File: config.mk
export PLATFORM = sky130hd
export DESIGN_NAME = lif_injector
export DESIGN_NICKNAME = d
export VERILOG_FILES = /design/src/rtl/lif_injector.sv
export SDC_FILE = /design/constraint.sdc
export NUM_CORES = 1
export LEC_CHECK = 0
export CORE_ASPECT_RATIO = 0.7
export CORE_MARGIN = 4
export CORE_UTILIZATION = 35
export CTS_CLUSTER_SIZE = 14
export DETAILED_ROUTE_END_ITERATION = 12
export DONT_BUFFER_PORTS = 1
export GPL_TIMING_DRIVEN = 1
export MAX_ROUTING_LAYER = met4
export PLACE_DENSITY = 0.51
export SLEW_MARGIN = 0
export SYNTH_ARGS = -nofsm -noshare
export SYNTH_HDL_FRONTEND = slang
export SYNTH_SLANG_ARGS = --single-unit
export TNS_END_PERCENT = 5
File: constraint.sdc
create_clock -name clk -period 1.95 [get_ports clk]
set_input_delay 0.195 -clock clk [delete_from_list [all_inputs] [get_ports clk]]
set_output_delay 0.195 -clock clk [all_outputs]
set_load 0.05 [all_outputs]
File: src/rtl/lif_injector.sv
// lif_injector: edge transmitter for the LIF cell grid.
// It accepts one data word over a valid/ready handshake and sends it as
// single-cycle pulses on one lane of the 4-bit neighbour bus. Each frame has
// a start pulse, then WIDTH data slots sent MSB first, then an idle guard.
module lif_injector #(
    parameter int WIDTH = 8,
    parameter int LANE  = 2,
    parameter int SLOT  = 2,
    parameter int GAP   = 4
) (
    input  logic             clk,
    input  logic             reset,
    input  logic [WIDTH-1:0] data_in,
    input  logic             valid,
    output logic             ready,
    output logic [3:0]       bus_out,
    output logic             busy,
    output logic [7:0]       frames
);

    // The counters keep at least one bit when a parameter collapses to a
    // single value, so every compare below keeps a fixed, legal width.
    localparam int SW = (SLOT  > 1) ? $clog2(SLOT)  : 1;
    localparam int BW = (WIDTH > 1) ? $clog2(WIDTH) : 1;
    localparam int GW = (GAP   > 1) ? $clog2(GAP)   : 1;

    localparam logic [SW-1:0] SLOT_LAST = SW'(SLOT - 1);
    localparam logic [BW-1:0] BIT_LAST  = BW'(WIDTH - 1);
    localparam logic [GW-1:0] GAP_LAST  = GW'(GAP - 1);

    // Refuse to build with parameter values the frame logic cannot handle.
    generate
        if (WIDTH < 1 || WIDTH > 32) begin : g_bad_width
            $error("lif_injector: WIDTH must be in 1..32");
        end
        if (LANE < 0 || LANE > 3) begin : g_bad_lane
            $error("lif_injector: LANE must be in 0..3");
        end
        if (SLOT < 1) begin : g_bad_slot
            $error("lif_injector: SLOT must be at least 1");
        end
        if (GAP < 0) begin : g_bad_gap
            $error("lif_injector: GAP must not be negative");
        end
    endgenerate

    typedef enum logic [1:0] {
        IDLE,
        START,
        DATA,
        GUARD
    } state_t;

    state_t           state_q, state_d;
    logic [WIDTH-1:0] shift_q, shift_d;
    logic [WIDTH-1:0] shiftNext;
    logic [SW-1:0]    slotCnt_q, slotCnt_d;
    logic [BW-1:0]    bitCnt_q, bitCnt_d;
    logic [GW-1:0]    gapCnt_q, gapCnt_d;
    logic             pulse_d;
    logic [3:0]       busOut_q, busOut_d;
    logic             busy_q, busy_d;
    logic [7:0]       frames_q, frames_d;

    assign shiftNext = shift_q << 1;

    // Next-state logic. pulse_d is the lane value for the coming cycle. It can
    // only be 1 when the coming cycle is cycle 0 of a slot whose bit is 1, so
    // the pulse appears one cycle after the edge that decided it.
    always_comb begin
        state_d   = state_q;
        shift_d   = shift_q;
        slotCnt_d = slotCnt_q;
        bitCnt_d  = bitCnt_q;
        gapCnt_d  = gapCnt_q;
        frames_d  = frames_q;
        pulse_d   = 1'b0;
        case (state_q)
            IDLE: begin
                if (valid) begin
                    state_d   = START;
                    shift_d   = data_in;
                    slotCnt_d = '0;
                    bitCnt_d  = '0;
                    pulse_d   = 1'b1;
                end
            end
            START: begin
                if (slotCnt_q == SLOT_LAST) begin
                    state_d   = DATA;
                    slotCnt_d = '0;
                    bitCnt_d  = '0;
                    pulse_d   = shift_q[WIDTH-1];
                end else begin
                    slotCnt_d = slotCnt_q + SW'(1);
                end
            end
            DATA: begin
                if (slotCnt_q == SLOT_LAST) begin
                    slotCnt_d = '0;
                    shift_d   = shiftNext;
                    if (bitCnt_q == BIT_LAST) begin
                        if (GAP == 0) begin
                            state_d  = IDLE;
                            frames_d = frames_q + 8'd1;
                        end else begin
                            state_d  = GUARD;
                            gapCnt_d = '0;
                        end
                    end else begin
                        bitCnt_d = bitCnt_q + BW'(1);
                        pulse_d  = shiftNext[WIDTH-1];
                    end
                end else begin
                    slotCnt_d = slotCnt_q + SW'(1);
                end
            end
            GUARD: begin
                if (gapCnt_q == GAP_LAST) begin
                    state_d  = IDLE;
                    frames_d = frames_q + 8'd1;
                end else begin
                    gapCnt_d = gapCnt_q + GW'(1);
                end
            end
            default: state_d = IDLE;
        endcase
        busOut_d       = 4'b0000;
        busOut_d[LANE] = pulse_d;
        busy_d         = (state_d != IDLE);
    end

    // State and output registers. A reset drops any frame in flight without
    // counting it.
    always_ff @(posedge clk) begin
        if (reset) begin
            state_q   <= IDLE;
            shift_q   <= '0;
            slotCnt_q <= '0;
            bitCnt_q  <= '0;
            gapCnt_q  <= '0;
            busOut_q  <= 4'b0000;
            busy_q    <= 1'b0;
            frames_q  <= 8'd0;
        end else begin
            state_q   <= state_d;
            shift_q   <= shift_d;
            slotCnt_q <= slotCnt_d;
            bitCnt_q  <= bitCnt_d;
            gapCnt_q  <= gapCnt_d;
            busOut_q  <= busOut_d;
            busy_q    <= busy_d;
            frames_q  <= frames_d;
        end
    end

    assign ready   = (state_q == IDLE) && !reset;
    assign bus_out = busOut_q;
    assign busy    = busy_q;
    assign frames  = frames_q;

endmodule

# After elaboration in Yosys (flattened, before gate mapping)
# Index checks and enable logic that the tools add are counted.
[totals]
reg_bits = 29
inputBits = 11
out_inout_bits = 14
elab_cells = 64
[classes]
add_sub_neg = 4
eq_ne = 11
n_mux = 26
reduce_logical = 14
[op_table]
columns = ["cell", "n"]
rows = [
  ["two-way mux 2 bit", 8],
  ["two-way mux 8 bit", 2],
  ["case mux 8 bit (2 select lines)", 1],
  ["two-way mux 3 bit", 4],
  ["inequality test 2 bit (second input constant)", 6],
  ["case mux 3 bit (3 select lines)", 1],
  ["adder 8 x 1 -> 8 bit (second input constant)", 1],
  ["case mux 2 bit (4 select lines)", 1],
  ["nonzero test 2 bit", 4],
  ["== test 2 bit (second input constant)", 3],
  ["two-way mux 1 bit", 6],
  ["AND reduction 5 bit", 1],
  ["case mux 2 bit (2 select lines)", 1],
  ["AND reduction 2 bit", 2],
  ["AND reduction 4 bit", 1],
  ["adder 3 x 1 -> 3 bit (second input constant)", 1],
  ["== test 3 bit (second input constant)", 1],
  ["case mux 1 bit (3 select lines)", 1],
  ["AND reduction 3 bit", 1],
  ["nonzero test 3 bit", 1],
  ["adder 2 x 1 -> 2 bit (second input constant)", 1],
  ["== test 2 x 1 -> 1 bit (second input constant)", 1],
  ["logical NOT 2 bit", 1],
  ["case mux 1 bit (2 select lines)", 1],
  ["4 further kinds", 4],
]

# Logic depth before layout (Yosys ltp)
# Gate-level depths: netlist (run 1).
[depth]
word_depth = 5
mapped_depth = 8
mapped_depth_nobuf = 6

# Least setup slack after synthesis (run 1)
# Ideal clock, no wire load.
[synth_path]
kind = "register -> register"
startpoint = "register state_q[1]"
endpoint = "register bitCnt_q[2]"
setup_ns = 0.129
arrival_ns = 1.544
t_required_ns = 1.821
path_slack_ns = 0.277
stages_incl_launch_ff = 8
n_path_buf = 1
synth_period_minus_slack_ns = 1.673
path_cell_list = "dfxtp_1 -> inv_1 -> ha_1 -> buf_6 -> nor2b_4 -> a2111o_1 -> a22oi_1 -> nor2_1"
[synth_between]
elab_chain_len = 3
elab_cells_between_ends = 10
classes_between = "eq/ne (6); mux (1); reduce/logical (3)"
[synth_rtl]
columns = ["element", "line", "text"]
rows = [
  ["start, declared", "54", "state_t state_q, state_d;"],
  ["start signal, assigned", "146", "state_q <= state_d;"],
  ["== test 2 bit (tied with other cells)", "78", "case (state_q)"],
  ["inequality test 2 bit (no line) / nonzero test 3 bit (equally long branches)", "-", ""],
  ["AND reduction 5 bit (no line)", "-", ""],
  ["end signal, assigned", "149", "bitCnt_q <= bitCnt_d;"],
  ["end, declared", "58", "logic [BW-1:0] bitCnt_q, bitCnt_d;"],
]
# Several ways; a longest one is shown, not always the timed one.
# A chain may end at the register's enable or synchronous reset.

# Final worst setup path (run 1)
[layout_path]
startpoint = "register state_q[0]"
endpoint = "register bitCnt_q[1]"
# Same word-level chain as after synthesis.

==> out/results.txt, run 1 <==
Reg-to-reg critical path endpoint - bitCnt_q[1]
Cell area after synthesis - 1380 sq um
Global routing usage on met2 - 18.6%
Register area share after synthesis - 37.7%
CP arrival - 1.91 ns
Htree depth - 1
Antenna viol nets, final - 0
Setup_tns - 0 ns
Chip Height - 60.5 microns
Number of enable flip-flop cells after synthesis - 0
Initial antenna violation count - 0
Max clock buf depth - 2
Finished Cell Area - 1520 sq um
Synth area leaders - dfxtp_1 (38%), ha_1 (7.3%), nor2_1 (5.2%)
First-pass GRT wire length - 4.73 mm
Ports - 25
R2R Path Start - state_q[0]
CP endpoint kind - register
Drc violations - 0
Total GRT Usage - 12.1%
Core ar. - 3650 sq um
Final #Nets - 178
Die area - 5020 sq um
Vias per Instance - 5.00
Initial DRC Count - 70
Critical path startpoint category - register
Syn Inst Count - 153
Num Clock Sinks - 26
Post-synth cell types - 44
Syn-to-layout area delta - 9.98%
WP data required - 2.06 ns
Worst R2R Setup Slack - 0.16 ns
Vias in the first global route - 996
Crit path time final - 1.79 ns
Die Span X - 83.0 microns
Vias - 1,035
Starting Density - 37.8%
Leak Pwr - 0.000565 uW
Met1 Track Usage GR - 15.8%
CTS tree - done
Clk Latency, worst-skew pair - 0.27 ns
Maximum fanout along the worst path - 10
# diodes - 0
Post-Syn Area per Cell - 9.01 sq um
Max-cap violation count - 0
R2r worst-path depth - 6
HP Start - valid
Pre-antenna DRT Iters - 4
Gr ovfl total - 0
RSZ-0062 raised after global routing - no
Setup violations, final - 0
Clock Skew - 0.00588 ns
Post-CTS setup buffer count - 0
Largest net degree at the start of global routing - 27
Final number of max-transition violations - 0
Yosys synthesis warning count - 0
Power Density - 669 nW/um^2
HPWL after DPL - 2.02 mm
Most Crowded Layer GR - met2
Yosys top cell by area - dfxtp_1
Yosys reg bits - 26
Max Clock Freq - 0.557 GHz
# rows - 18
Hold crit path type - input pin to register
M3 GR Usage - 4.21%
Hold path depth - 2
Area fraction of the dominant cell type after synthesis - 37.7%
Layout cell share with drive strength beyond 1 - 17.2%
Async SR Flop Fraction - 0%
Worst VDD drop - 0.442 mV
Cts bufs inserted - 3
Root buf cell - clkbuf_8
Routability cong. - 0.895
PortBufs - 0
Kind of critical path - register to register
Outcome - completed
Slew headroom - 29.3%
Min-Delay Endpoint - state_q[0]
Slew @ Worst Pin - 1.06 ns
DR WL/cell - 13.4 microns
Final Hold Fails - 0
Power after layout - 1010 uW
DP Area - 1450 sq um
Detailed Route WL - 2.76 mm
Final period utilization - 92.0%
Synth Flop Type - dfxtp_1
Post-layout util - 41.6%
Clock transition at path regs - 0.09 ns
[layout by cell type (no fill, tap or decap), drive strengths merged, types with 2 or more instances in the layout]
master / count
nor3b: 2
a21oi: 9
inv: 5
mux2i: 7
clkbuf: 3
nor2b: 3
buf: 11
o21ai: 6
nand3: 2
nor2: 20
dfxtp: 26
a22oi: 2
nand2b: 2
nand2: 12
nor3: 3
nor4: 2
ha: 8
a21o: 2
a211oi: 7
xor2: 3
conb: 3
xnor2: 3
[cell type report]
type                       instances  area [sq um]
clock buffer                       3          41.3
tap                               50          62.6
fill                             383          2130
sequential                        26           522
multi-input combinational        111           779
inverter                           5          18.8
timing repair buffer              12          92.6
[metrics by stage]
stage	instances	hold WS [ns]	worst slack, ns
global placement	203	0.265	0.141
detailed placement	203	0.266	0.108
floorplan	155	0.370	0.277
global route	207	0.100	0.0615
CTS	207	0.0909	0.0518
finish	207	0.0907	0.156
[cells by family (layout without fill, tap and decap cells)]
family / count (synthesis) / in the layout / share of synthesized area, %
adder cells (fa/ha/maj): 8 / 8 / 7.26
AO/OA/AOI/OAI: 34 / 34 / 17.8
buffers and inverters: 18 / 20 / 7.53
XOR/XNOR: 6 / 6 / 3.81
multiplexers: 7 / 7 / 5.08
AND/OR/NAND/NOR: 53 / 53 / 20.5
flip-flops: 26 / 26 / 37.7
other: 1 / 3 / 0.272
[registers in the layout, indices dropped and copies added, names as in the netlist]
name and cells:
busy 1, bus_out 1, slotCnt_q 1, gapCnt_q 2, state_q 2, bitCnt_q 3
shift_q 8, frames 8
[power breakdown]
part / switching, uW / total, uW / leakage, uW / internal, uW
Clock: 161 / 299 / 0.0000216 / 138
Sequential: 27.4 / 582 / 0.000213 / 555
Combinational: 80.9 / 133 / 0.000330 / 52.2
Total: 269 / 1010 / 0.000565 / 745
[worst max path at each step]
stage / start / depth (start not counted) / slack (ns) / end
finish: state_q[0] / 6 / 0.16 / bitCnt_q[1]
detailed placement: state_q[1] / 5 / 0.11 / bitCnt_q[0]
global route: state_q[0] / 6 / 0.06 / bitCnt_q[1]
global placement: state_q[1] / 6 / 0.14 / gapCnt_q[1]
floorplan: state_q[1] / 7 / 0.28 / bitCnt_q[2]
CTS: state_q[1] / 6 / 0.05 / bitCnt_q[1]
[worst max-delay path, stage by stage (launching register included)]
cell and delay, ns:
dfxtp_1 0.41, inv_1 0.10, ha_2 0.27, buf_4 0.20
a2111o_1 0.41, a22oi_1 0.20, nor2_1 0.06
[synthesized netlist by cell type (4+ instances only)]
master,count
mux2i_1,7
a211oi_1,4
dfxtp_1,26
inv_1,5
ha_1,8
a21oi_1,9
buf_4,5
o21ai_0,6
clkbuf_1,4
nor2_1,19
nand2_1,12
[repair_timing]
action / in CTS / in global routing
resized for setup: 0 / 5
endpoints found under the hold margin: 26 / 0
hold buffers: 1 / 0
setup endpoints to repair: 0 / 11
[layer usage]
| metal | vias to the layer above | part of all wire, % |
|---|---|---|
| met1 | 481 | 53 |
| met5 | - | 0 |
| li1 | 542 | - |
| met3 | 2 | 3.5 |
| met4 | 0 | 0.62 |
| met2 | 10 | 43 |
No activity file was read; power rests on OpenSTA's default activity.
==> run 2: changes to the inputs <==
--- a/config.mk
+++ b/config.mk
@@ -5,7 +5,7 @@
 export SDC_FILE = /design/constraint.sdc
 export NUM_CORES = 1
 export LEC_CHECK = 0
-export CORE_ASPECT_RATIO = 0.7
+export CORE_ASPECT_RATIO = 2
 export CORE_MARGIN = 4
 export CORE_UTILIZATION = 35
 export CTS_CLUSTER_SIZE = 14
==> out/results.txt, run 2 (synthesized netlist as in run 1, its figures left out) <==
WP data required - 2.07 ns (about the same)
Die area - 5070 sq um (+0.88%)
Final Hold Fails - 0 (unchanged)
Clock Skew - 0.00170 ns (-0.00418 ns)
Kind of critical path - register to register
Vias per Instance - 5.15 (+3.0%)
Hold crit path type - input pin to register
Worst R2R Setup Slack - 0.18 ns (+0.02 ns)
Clock transition at path regs - 0.09 ns (about the same)
Chip Height - 96.8 microns (+60%)
Setup violations, final - 0 (unchanged)
PortBufs - 0 (unchanged)
R2r worst-path depth - 6 (unchanged)
Sw frac - 26.2% (-0.30 points)
RSZ-0062 raised after global routing - no
Routability cong. - 0.818 (-8.6%)
Drc violations - 0 (unchanged)
Layout Cells excl Fill - 209 (+0.97%)
Final period utilization - 91.0% (-1.0 points)
Worst VDD drop - 0.566 mV (+28%)
Critical Path Sink - bitCnt_q[1]
Htree depth - 1 (unchanged)
First-pass GRT wire length - 4.81 mm (+1.8%)
Max Clock Freq - 0.564 GHz (+1.1%)
CP endpoint kind - register
Pint - 790 uW (+6.0%)
Initial antenna violation count - 0 (unchanged)
Antenna viol nets, final - 0 (unchanged)
Slew @ Worst Pin - 1.06 ns (+0.00851 ns)
NetSw - 281 uW (+4.3%)
Maximum fanout along the worst path - 10 (unchanged)
Hold WS - 0.0893 ns (-0.00135 ns)
Sequential share of power - 54.5% (-2.9 points)
Vias in the first global route - 1,068 (+7.2%)
Root buf cell - clkbuf_8
Gr ovfl total - 0 (unchanged)
Final number of max-transition violations - 0 (unchanged)
Ports - 25 (unchanged)
Register area - 522 sq um (unchanged)
Vias - 1,076 (+4.0%)
Num Clock Sinks - 26 (unchanged)
DR WL/cell - 14.2 microns (+6.3%)
Crit path time final - 1.77 ns (-0.0198 ns)
Power Density - 699 nW/um^2 (+4.5%)
Max-cap violation count - 0 (unchanged)
Final-layout fill cell count - 426 (+11%)
Initial DRC Count - 14 (-80%)
Starting Density - 35.9% (-1.9 points)
Multi-input logic area - 779 sq um (unchanged)
Detailed Route WL - 2.97 mm (+7.3%)
R2R Path Start - state_q[0]
Final #Nets - 178 (unchanged)
Leak Pwr - 0.000571 uW (+1.1%)
Core ar. - 3840 sq um (+5.3%)
Power share of the clock group - 32.8% (+3.3 points)
Cts bufs inserted - 3 (unchanged)
Commonest non-fill, non-tap cell in the layout - dfxtp_1
Reg-to-reg critical path endpoint - bitCnt_q[1]
Max clock buf depth - 2 (unchanged)
# rows - 32 (+14)
Syn-to-layout area delta - 11.1%
Setup_tns - 0 ns (unchanged)
HPWL after DPL - 2.18 mm (+8.2%)
CP arrival - 1.90 ns (about the same)
Pre-antenna DRT Iters - 4 (unchanged)
# diodes - 0 (unchanged)
Die Span X - 52.4 microns (-37%)
CTS tree - done
Post-CTS setup buffer count - 0 (unchanged)
Most frequent cells in the layout - dfxtp_1 (25), nor2_1 (19), nand2_1 (12)
Largest net degree at the start of global routing - 27 (unchanged)
Critical Path Start - state_q[0]
Clk Latency, worst-skew pair - 0.27 ns (about the same)
DP Area - 1450 sq um (about the same)
Slew headroom - 28.8% (-0.57 points)
Layout cell share with drive strength beyond 1 - 17.7% (+0.52 points)
Combinational share of power - 12.7% (-0.4 points)
Total GRT Usage - 12.8% (+0.63 points)
Finished Cell Area - 1530 sq um (+0.99%)
Placed instance count - 204 (+0.49%)
Critical path startpoint category - register
Outcome - completed
[run 2: changes by cell type in the layout (fill, tap and decap cells not counted)]
cell | previous run | this run
clkbuf_8 | 3 | 4
[run 2: final cells by class]
cell class,instances,area share (%)
Clock buffer,4,3.59
Inverter,5,1.23
Multi-Input combinational cell,111,50.9
Sequential cell,26,34.1
Tap cell,51,4.17
Timing Repair Buffer,12,6.05
[run 2: worst max-delay path: stages, from the launching register on]
cell      delay, ns
dfxtp_1        0.42
inv_1          0.11
ha_2           0.27
o21ba_1        0.20
a2111o_1       0.38
a22oi_1        0.20
nor2_1         0.06
[run 2: metal layers]
layer | track usage [%] | up-vias | wire (microns)
li1 | - | 540 | -
met1 | 13.2 | 509 | 1090
met2 | 21.3 | 21 | 1600
met3 | 3.08 | 6 | 189
met4 | 6.69 | 0 | 89
met5 | - | - | 0
[run 2: stage by stage]
stage	total power [uW]	setup WS [ns]	utilization, %
after floorplan	712	0.277	-
after global placement	717	0.184	37.7
after detailed placement	720	0.130	37.7
after CTS	1080	0.0875	39.4
after global routing	1130	0.0317	39.8
final	1070	0.176	39.8
[run 2: how the worst min path moves through the flow]
stage               cells past startpoint        from  slack, ns         end
finish                                  2  data_in[7]       0.09  shift_q[7]
global route                            2  data_in[7]        0.1  shift_q[7]
CTS                                     2  data_in[7]       0.08  shift_q[7]
detailed placement                      1       reset       0.27  shift_q[2]
global placement                        1       reset       0.26  shift_q[1]
floorplan                               2  data_in[7]       0.37  shift_q[7]
[run 2: power by group through the flow]
stage	Sequential (uW)	Combinational, uW	Clock (uW)
floorplan	588	124	0
global placement	595	122	0
detailed placement	595	124	0
CTS	583	135	366
global route	586	152	392
finish	583	136	351
[run 2: what timing repair did]
| item | 4_1_cts | 5_1_grt |
|---|---|---|
| gates resized for setup | 0 | 5 |
| endpoints found under the setup margin | 0 | 9 |
| endpoints found under the hold margin | 26 | 0 |
| hold buffers | 1 | 0 |
